<file path="config.mk">
export PLATFORM = sky130hd
export DESIGN_NAME = shared_mem_arbiter
export DESIGN_NICKNAME = d
export VERILOG_FILES = /design/src/rtl/shared_mem_arbiter.sv
export SDC_FILE = /design/constraint.sdc
export NUM_CORES = 1
export LEC_CHECK = 0
export CAP_MARGIN = 5
export CELL_PAD_IN_SITES_DETAIL_PLACEMENT = 0
export CELL_PAD_IN_SITES_GLOBAL_PLACEMENT = 1
export CORE_MARGIN = 4
export CORE_UTILIZATION = 25
export DETAILED_ROUTE_END_ITERATION = 7
export PLACE_DENSITY = 0.86
export SETUP_SLACK_MARGIN = 0.5
export SYNTH_ARGS = -nofsm -noshare
export SYNTH_HDL_FRONTEND = slang
export SYNTH_SLANG_ARGS = --single-unit
</file>
<file path="constraint.sdc">
create_clock -name clk -period 2.2 [get_ports clk]
set_clock_uncertainty 0.15 [all_clocks]
set_input_delay 0.22 -clock clk [delete_from_list [all_inputs] [get_ports clk]]
set_output_delay 0.22 -clock clk [all_outputs]
set_load 0.03 [all_outputs]
</file>
<file path="src/rtl/shared_mem_arbiter.sv">
// shared_mem_arbiter: round-robin arbiter that serialises core requests onto a
// single-port shared RAM, one access per grant, with a one-cycle ready pulse.
module shared_mem_arbiter #(
  parameter int CORE_COUNT = 4,
  parameter int WIDTH      = 12,
  parameter int DEPTH      = 4096,
  parameter int ADDR_WIDTH = $clog2(DEPTH)
) (
  input  logic                                  clk,
  input  logic                                  rst,
  input  logic [CORE_COUNT-1:0]                 core_req,
  input  logic [CORE_COUNT-1:0]                 core_wrEn,
  input  logic [CORE_COUNT-1:0][ADDR_WIDTH-1:0] core_addr,
  input  logic [CORE_COUNT-1:0][WIDTH-1:0]      core_dataIn,
  output logic [CORE_COUNT-1:0]                 core_ready,
  output logic [WIDTH-1:0]                      core_dataOut,
  output logic                                  ram_wrEn,
  output logic [ADDR_WIDTH-1:0]                 ram_addr,
  output logic [WIDTH-1:0]                      ram_dataIn,
  input  logic [WIDTH-1:0]                      ram_dataOut
);

  localparam int PTR_W = (CORE_COUNT > 1) ? $clog2(CORE_COUNT) : 1;
  localparam logic [PTR_W:0]   COUNT_EXT = (PTR_W + 1)'(CORE_COUNT);
  localparam logic [PTR_W-1:0] LAST_IDX  = PTR_W'(CORE_COUNT - 1);

  typedef enum logic [1:0] {
    IDLE    = 2'd0,
    ACCESS  = 2'd1,
    RESPOND = 2'd2
  } state_t;

  state_t                  state_q, state_d;
  logic [PTR_W-1:0]        rr_ptr_q, rr_ptr_d;
  logic [PTR_W-1:0]        win_q, win_d;
  logic                    wr_q, wr_d;
  logic [ADDR_WIDTH-1:0]   addr_q, addr_d;
  logic [WIDTH-1:0]        data_q, data_d;

  logic                    grant_found;
  logic [PTR_W-1:0]        grant_idx;
  logic [PTR_W:0]          cand;

  // Round-robin search: first requesting core at or above rr_ptr, wrapping.
  always_comb begin
    grant_found = 1'b0;
    grant_idx   = '0;
    cand        = '0;
    for (int i = 0; i < CORE_COUNT; i++) begin
      cand = {1'b0, rr_ptr_q} + (PTR_W + 1)'(i);
      if (cand >= COUNT_EXT) begin
        cand = cand - COUNT_EXT;
      end
      if (!grant_found && core_req[cand[PTR_W-1:0]]) begin
        grant_found = 1'b1;
        grant_idx   = cand[PTR_W-1:0];
      end
    end
  end

  // State register plus latched grant; reset aborts any in-flight access.
  always_ff @(posedge clk or posedge rst) begin
    if (rst) begin
      state_q  <= IDLE;
      rr_ptr_q <= '0;
      win_q    <= '0;
      wr_q     <= 1'b0;
      addr_q   <= '0;
      data_q   <= '0;
    end else begin
      state_q  <= state_d;
      rr_ptr_q <= rr_ptr_d;
      win_q    <= win_d;
      wr_q     <= wr_d;
      addr_q   <= addr_d;
      data_q   <= data_d;
    end
  end

  // Next-state logic: grant in IDLE, one RAM cycle, then respond and advance the pointer.
  always_comb begin
    state_d  = state_q;
    rr_ptr_d = rr_ptr_q;
    win_d    = win_q;
    wr_d     = wr_q;
    addr_d   = addr_q;
    data_d   = data_q;
    case (state_q)
      IDLE: begin
        if (grant_found) begin
          state_d = ACCESS;
          win_d   = grant_idx;
          wr_d    = core_wrEn[grant_idx];
          addr_d  = core_addr[grant_idx];
          data_d  = core_dataIn[grant_idx];
        end
      end
      ACCESS: begin
        state_d = RESPOND;
      end
      RESPOND: begin
        state_d  = IDLE;
        rr_ptr_d = (win_q == LAST_IDX) ? '0 : win_q + 1'b1;
      end
      default: begin
        state_d = IDLE;
      end
    endcase
  end

  // Outputs: RAM strobe only in ACCESS, ready pulse and read data only in RESPOND.
  always_comb begin
    core_ready   = '0;
    core_dataOut = '0;
    ram_wrEn     = 1'b0;
    ram_addr     = addr_q;
    ram_dataIn   = data_q;
    case (state_q)
      ACCESS: begin
        ram_wrEn = wr_q;
      end
      RESPOND: begin
        core_ready[win_q] = 1'b1;
        core_dataOut      = ram_dataOut;
      end
      default: begin
      end
    endcase
  end

endmodule
</file>
==> results of run 1 <==
## flip-flops by register name, indices dropped and copies added (netlist names)
register	flops
ram_addr	12
rr_ptr_q	2
state_q	2
wr_q	1
ram_dataIn	12
win_q	2
## path summary, 6_finish.rpt
path	depth (start not counted)	slack (ns)	from	endpoint
hold / removal	3	0.18	rst	ram_dataIn[5]
setup reg to reg	7	0.32	rr_ptr_q[1]	ram_addr[2]
setup / recovery	8	0.31	core_req[2]	ram_addr[2]
max in group asynchronous	3	1.40	rst	rr_ptr_q[1]
min in group clk	1	0.33	state_q[1]	state_q[1]
hold reg to reg	1	0.33	state_q[1]	state_q[1]
## worst max-delay path: stages
cell	delay (ns)
clkdlybuf4s50_1	0.50
mux2i_1	0.21
nor2_2	0.08
nor3_4	0.15
buf_4	0.19
clkbuf_16	0.19
mux2i_2	0.24
o221ai_2	0.11
## layout make-up
cell class                 instances  area [sq um]
fill                             757          4080
sequential                        31           777
tap                              108           135
inverter                           6          27.5
clock inverter                     2          35.0
multi-input combinational        146          1630
timing repair buffer             182          1910
clock buffer                       6          82.6
## what timing repair did
| action | CTS | global route |
|---|---|---|
| pin swaps | 1 | 10 |
| gates resized for setup | 73 | 32 |
| hold endpoints to repair | 0 | 0 |
| setup buffers | 2 | 2 |
| endpoints found under the setup margin | 46 | 49 |
| gates cloned | 3 | 4 |
## stage by stage
stage / total power [W] / utilization
after floorplan: 0.00316 / -
after global placement: 0.00428 / 0.454
final: 0.00552 / 0.529
after detailed placement: 0.00433 / 0.454
after global routing: 0.00587 / 0.529
after CTS: 0.00529 / 0.505
## metal layers
| metal | global-route usage | wire, um | up-vias |
|---|---|---|---|
| met3 | 0.0532 | 749 | 4 |
| li1 | - | - | 1080 |
| met4 | 0.0333 | 62 | 0 |
| met5 | 0 | 0 | - |
| met1 | 0.169 | 3290 | 1053 |
| met2 | 0.238 | 4000 | 100 |
## power breakdown
part	switching, W	total, W	internal (W)
Clock	0.000208	0.000574	0.000366
Combinational	0.00199	0.00391	0.00193
Sequential	0.000174	0.00104	0.000864
## cells by family (layout without fill, tap and decap cells)
logic type               count (synthesis)  in the layout
AND/OR/NAND/NOR                         56             56
multiplexers                            51             51
AO/OA/AOI/OAI                           35             35
flip-flops                              31             31
buffers and inverters                   21            196
adder cells (fa/ha/maj)                  4              4
## Yosys cell counts (2+ instances only)
library cell  instances  area share
inv_1                 5      0.0084
o221ai_2             23        0.15
dfrtp_1              31        0.35
a21oi_1               2      0.0045
nor2_1                2      0.0034
mux2i_1              50        0.22
o21ai_0               4      0.0090
nand2_1              27       0.045
clkbuf_1              4      0.0067
ha_1                  4       0.022
and2_1               17       0.048
buf_4                 3       0.010
buf_6                 8       0.040
nor2b_1               2      0.0056
==> impl_metrics.yaml, run 1 <==
final_layout:
  antenna_cells: 0
  post_layout_nonfiller_instances: 481
  syn_to_final_growth_pct: 106
  final_area_sq_mm: 0.00459
  post_route_cells_drive_above_1_share: 0.327
  fin_nets: 494
  final_cell_mix: "115 x clkdlybuf4s50_1, 30 x dfrtp_1, 27 x nand2_1"
  final_common_cell: "clkdlybuf4s50_1"
timing:
  rsz0062_at_grt: "true"
  min_period_ns: 1.89
  setup_ws_ns: 0.306
  tns_ns: 0
  finalMaxSlewViolations: 0
  hold_viol: 0
  whs_ns: 0.184
  relSlewSlack: 0.729
  fin_crit_sh: 0.861
  tightest_slew_ns: 0.407
  setup_viol: 0
  max_freq_mhz: 528
die:
  row_count: 34
  die_area_sq_mm: 0.0105
  die_w_um: 102
  start_util: 0.257
  die_h_um: 102
  ios: 159
  core_area_sq_mm: 0.00868
route:
  viasPerCell: 4.65
  drt-pass1-iter-count: 4
  first_iter_violations: 33
  wl_um: 8100
  final_antenna_net_count: 0
  drc: 0
  num_vias: 2237
  wl_per_cell_um: 16.8
clocking:
  clock_latency_ns: 0.27
  clock-sinks: 31
  tritoncts: "yes"
  path_clk_slew_ns: 0.06
  cts_buffers: 5
  root_buffer: "clkbuf_8"
  ctsLongestPathBuffers: 2
  cts_hold_buf: 0
  htree_levels: 2
placement:
  portBuffers: 158
  pre_cts_slack_ns: -0.0928
  post_dp_cell_area_sq_mm: 0.00394
  placed_cells: 462
  gp_congestion: 0.706
  dp_hpwl_um: 5680
logic_synthesis:
  synth-simple-area-share: 0.136
  synth-async-reset-ratio: 1.00
  synthXorXnorAreaFrac: 0
  ys_seq_elements: 31
  synth_top_family_by_area: "multiplexers"
  postSynthCellCount: 198
  synthesis.area_sq_mm: 0.00223
  ys_seq_area_frac: 0.348
  synth.area.mux_share: 0.230
  synth_cell_types: 30
  synth_ff_type: "dfrtp_1"
  synth_fp_nets: 320
  synth_edf_count: 0
  synth_compound_area_frac: 0.194
  ys_warn_count: 0
  syn_avg_cell_area_sq_um: 11.3
  synthAdderAreaFrac: 0.0225
run_status:
  status: "complete, no violations"
worst_setup_path:
  cp-start-kind: "input port"
  critPathRequiredTime_ns: 2.21
  cp_max_fo: 8
  endpoint_kind: "flip-flop"
  crit_arrival_ns: 1.90
  critical_path_class: "input port to flip-flop"
run:
  maxCapViolCount: 0
global_routing:
  grt.total_usage: 0.140
  first_global_vias: 2252
  grt_overflow: 0
  grt_max_degree: 32
  antenna_found_initial: 0
  grt_first_pass_wirelength_um: 11200
worst_hold_path:
  worst_hold_path_type: "input port to async pin"
pwr:
  ir_worst_vdd_uv: 517
  power_density_mw_per_mm2: 1200
  total_leakage_power_nw: 1.93
Note: power is estimated with default switching activity, not from simulation.
==> run 2: changes to the inputs <==
Settings changed: CORE_UTILIZATION 25 to 27, PLACE_DENSITY 0.86 to 0.92.
Clock period 2.2 ns to 2.3 ns, I/O delays scaled along.
==> run 2 against run 1 <==
  * Clock-buffer cell count rose by 2
  * Sequential power down 4%
  * First-iteration DRC count is 15% higher
  * Combinational power hardly changed
  * Total power shrank 3.0%
  * Sequential share of layout area increased by 0.13 points
  * Clock power fell by 18%
  * Core utilization grew 4.9 points
  * Design area is 0.76% lower
  * Hold slack gained 0.019 ns
  * Critical endpoint is now ram_dataIn[2]
  * Largest cell class unchanged
==> impl_metrics.yaml, run 2 (synthesized netlist as in run 1, its figures left out) <==
final_layout:
  final_cell_mix: "140 x clkdlybuf4s50_1, 30 x dfrtp_1, 27 x nand2_1"
  final_area_sq_mm: 0.00456
  final_common_cell: "clkdlybuf4s50_1"
  fin_nets: 494
  antenna_cells: 0
  syn_to_final_growth_pct: 105
  post_route_cells_drive_above_1_share: 0.319
  post_layout_nonfiller_instances: 475
  fillers: 659
worst_setup_path:
  cp-start-kind: "flip-flop"
  crit_arrival_ns: 1.94
  critPathRequiredTime_ns: 2.31
  critical_path_class: "flip-flop to flip-flop"
  endpoint_kind: "flip-flop"
  cp_max_fo: 7
pwr:
  total_leakage_power_nw: 1.82
  power_density_mw_per_mm2: 1180
  ir_worst_vdd_uv: 436
clocking:
  path_clk_slew_ns: 0.06
  cts_buffers: 5
  ctsLongestPathBuffers: 2
  cts_hold_buf: 0
  htree_levels: 2
  clock_latency_ns: 0.27
  clock-sinks: 31
  root_buffer: "clkbuf_8"
  tritoncts: "yes"
route:
  viasPerCell: 4.71
  final_antenna_net_count: 0
  drt-pass1-iter-count: 4
  wl_um: 8460
  num_vias: 2236
  drc: 0
  first_iter_violations: 38
  wl_per_cell_um: 17.8
timing:
  min_period_ns: 1.94
  max_freq_mhz: 516
  relSlewSlack: 0.725
  hold_viol: 0
  setup_viol: 0
  tightest_slew_ns: 0.412
  tns_ns: 0
  fin_crit_sh: 0.842
  finalMaxSlewViolations: 0
  rsz0062_at_grt: "true"
die:
  die_h_um: 98.8
  ios: 159
  core_area_sq_mm: 0.00789
  row_count: 32
  start_util: 0.283
  die_area_sq_mm: 0.00977
  die_w_um: 98.8
placement:
  placed_cells: 454
  post_dp_cell_area_sq_mm: 0.00398
  portBuffers: 158
  gp_congestion: 0.798
  dp_hpwl_um: 6100
global_routing:
  grt_first_pass_wirelength_um: 12600
  antenna_found_initial: 0
  grt_max_degree: 32
  first_global_vias: 2425
  grt_overflow: 0
  grt.total_usage: 0.160
run_status:
  status: "complete, no violations"
run:
  maxCapViolCount: 0
worst_hold_path:
  worst_hold_path_type: "input port to async pin"
run 2: stage by stage:
step / setup slack, ns / utilization / total power (W) / hold slack, ns
detailed placement: 0.0131 / 0.505 / 0.00420 / 0.294
CTS: 0.367 / 0.533 / 0.00492 / 0.223
finish: 0.364 / 0.578 / 0.00536 / 0.203
global placement: 0.109 / 0.505 / 0.00414 / 0.296
global route: 0.298 / 0.578 / 0.00565 / 0.271
floorplan: 0.520 / - / 0.00302 / 0.184
run 2: worst max-delay path: stages (launching register included):
cell	delay, ns
dfrtp_2	0.42
mux2i_1	0.23
nor2_2	0.08
nor3_4	0.15
buf_12	0.18
buf_12	0.12
buf_16	0.13
mux2i_1	0.24
o221ai_2	0.11
run 2: path summary, 6_finish.rpt:
| kind | start | endpoint | slack, ns | cells after the start |
|---|---|---|---|---|
| max | rr_ptr_q[1] | ram_dataIn[2] | 0.36 | 8 |
| min | rst | ram_dataIn[0] | 0.20 | 3 |
| max reg2reg | rr_ptr_q[1] | ram_dataIn[2] | 0.36 | 8 |
| min reg2reg | state_q[1] | state_q[1] | 0.32 | 1 |
| max in group asynchronous | rst | rr_ptr_q[1] | 1.48 | 3 |
| min in group clk | state_q[1] | state_q[1] | 0.32 | 1 |
run 2: what timing repair did:
action,4_1_cts,5_1_grt
setup endpoints to repair,42,36
buffers inserted,3,4
pin swaps,2,11
gates resized for setup,90,58
cloned,2,4
run 2: routing by layer:
metal / wire [um] / share of wire / GRT usage
met1: 3180 / 0.38 / 0.176
met4: 68 / 0.0080 / 0.0326
met2: 4610 / 0.54 / 0.302
met3: 607 / 0.072 / 0.0453
met5: 0 / 0 / 0
run 2: power by group:
part           internal (W)  switching (W)  total, W
Clock              0.000273       0.000196  0.000469
Sequential         0.000826       0.000170  0.000997
Combinational       0.00199        0.00190   0.00389
Total               0.00309        0.00227   0.00536
run 2: cell type report:
cell class / instances / area [sq um] / area share
Clock buffer: 8 / 100 / 0.0220
Tap cell: 102 / 128 / 0.0280
Multi-Input combinational cell: 146 / 1610 / 0.353
Timing Repair Buffer: 182 / 1920 / 0.420
Inverter: 6 / 27.5 / 0.00604
Sequential cell: 31 / 777 / 0.170
==> run 3: changes to the inputs <==
Settings changed: CORE_UTILIZATION 27 to 25, PLACE_DENSITY 0.92 to 0.86.
Clock period 2.3 ns to 1.92 ns, I/O delays scaled along.
==> run 3 against run 2 <==
  * Total power up 21%
  * Hold slack worse by 0.043 ns
  * Design area increased by 2.8%
  * Critical path type unchanged
  * Sequential share of layout area down 0.47 points
==> impl_metrics.yaml, run 3 (synthesized netlist as in run 1, its figures left out) <==
route:
  viasPerCell: 4.65
  wl_met1_um: 3200
  first_iter_violations: 67
  drc: 0
  final_antenna_net_count: 0
  num_vias: 2270
  met3_wirelength_um: 735
  dr_wl_met2_um: 4330
  wl_um: 8330
  wl_per_cell_um: 17.1
  drt-pass1-iter-count: 4
  highest_layer: "met4"
final_layout:
  final_cell_mix: "113 x clkdlybuf4s50_1, 30 x dfrtp_1, 27 x nand2_1"
  post_layout_nonfiller_instances: 488
  syn_to_final_growth_pct: 110
  fin_nets: 501
  post_route_cells_drive_above_1_share: 0.397
  final_area_sq_mm: 0.00469
  antenna_cells: 0
  final_common_cell: "clkdlybuf4s50_1"
global_routing:
  grt_first_pass_wirelength_um: 12000
  antenna_found_initial: 0
  grt.total_usage: 0.148
  grt_max_degree: 32
  first_global_vias: 2448
  grt_overflow: 0
clocking:
  root_buffer: "clkbuf_8"
  ctsLongestPathBuffers: 2
  path_clk_slew_ns: 0.07
  htree_levels: 2
  clock-sinks: 31
  tritoncts: "yes"
  clock_latency_ns: 0.28
  cts_buffers: 5
worst_setup_path:
  critPathTopFamily: "multiplexers"
  crit_arrival_ns: 1.89
  cpPeakStageDelay_ns: 0.42
  ff2ff_path_depth: 7
  critPathRequiredTime_ns: 1.93
  cp-start-kind: "flip-flop"
  reg2reg_from: "rr_ptr_q[1]"
  endpoint_kind: "flip-flop"
  timing.rr.end: "ram_dataIn[9]"
  critical_path_class: "flip-flop to flip-flop"
  slowest_stage: "dfrtp_2"
  crit_buf_inv: 2
  crit_chain: "mux2i_1 -> nor2_2 -> nor3_4 -> buf_6 -> buf_12 -> mux2i_2 -> o221ai_2"
  reg2reg_slack_ns: 0.04
  cp_max_fo: 7
timing:
  setup_viol: 0
  hold_viol: 0
  min_period_ns: 1.88
  max_freq_mhz: 533
  finalMaxSlewViolations: 0
  setup_ws_ns: 0.0448
  fin_crit_sh: 0.977
  tightest_slew_ns: 0.430
  relSlewSlack: 0.713
  rsz0062_at_grt: "true"
placement:
  portBuffers: 158
  dp_hpwl_um: 5790
  placed_cells: 466
  post_dp_cell_area_sq_mm: 0.00399
  pre_cts_slack_ns: -0.294
  gp_congestion: 0.722
die:
  row_count: 34
  core_area_sq_mm: 0.00868
  die_w_um: 102
  start_util: 0.257
  ios: 159
  die_area_sq_mm: 0.0105
  die_h_um: 102
pwr:
  total_leakage_power_nw: 1.92
  power_density_mw_per_mm2: 1380
  ir_worst_vdd_uv: 604
run_status:
  status: "complete, no violations"
run:
  maxCapViolCount: 0
worst_hold_path:
  worst_hold_path_type: "input port to async pin"
## run 3: worst max path at each step
stage                          endpoint        start  cells past startpoint  slack (ns)
final                     ram_dataIn[9]  rr_ptr_q[1]                      7        0.04
after detailed placement  ram_dataIn[7]  core_req[3]                      7       -0.29
after CTS                 ram_dataIn[6]  rr_ptr_q[1]                      7        0.08
after floorplan             ram_addr[0]  rr_ptr_q[1]                      5        0.20
after global routing      ram_dataIn[2]  rr_ptr_q[1]                      7       -0.03
after global placement      ram_addr[2]  core_req[3]                      7       -0.26
## run 3: area by class of cell
| cell class | instances | area, sq um |
|---|---|---|
| clock buffers | 8 | 100 |
| fillers | 788 | 3990 |
| inverters | 6 | 27.5 |
| multi-input cells | 146 | 1670 |
| flip-flops and latches | 31 | 777 |
| well taps | 108 | 135 |
| repair buffers | 189 | 1980 |
## run 3: stage by stage
step                      total power [W]  setup TNS (ns)  hold WS [ns]   util
after CTS                         0.00599               0         0.166  0.501
final                             0.00646               0         0.160  0.540
after global routing              0.00686          -0.141         0.193  0.540
after global placement            0.00501           -5.83         0.305  0.460
after detailed placement          0.00505           -6.62         0.314  0.460
after floorplan                   0.00365               0         0.146      -
## run 3: what timing repair did
item,4_1_cts,5_1_grt
setup endpoints to repair,69,63
cloned,5,2
pin swaps,6,33
resized for setup,76,97
hold buffers,0,0
buffers inserted,4,3
## run 3: tightest hold or removal path: stages
cell and delay (ns):
clkdlybuf4s50_1 0.40, inv_1 0.05, buf_4 0.38
## run 3: report_power, final
group	internal, W	switching (W)	leakage, nW
Sequential	0.000989	0.000208	0.380
Combinational	0.00237	0.00231	1.49
Clock	0.000327	0.000253	0.0515
Total	0.00368	0.00277	1.92
## run 3: layer usage
metal | GRT usage | vias up
li1 | - | 1096
met5 | 0 | -
met3 | 0.0526 | 5
met2 | 0.262 | 93
met4 | 0.0454 | 0
met1 | 0.167 | 1076
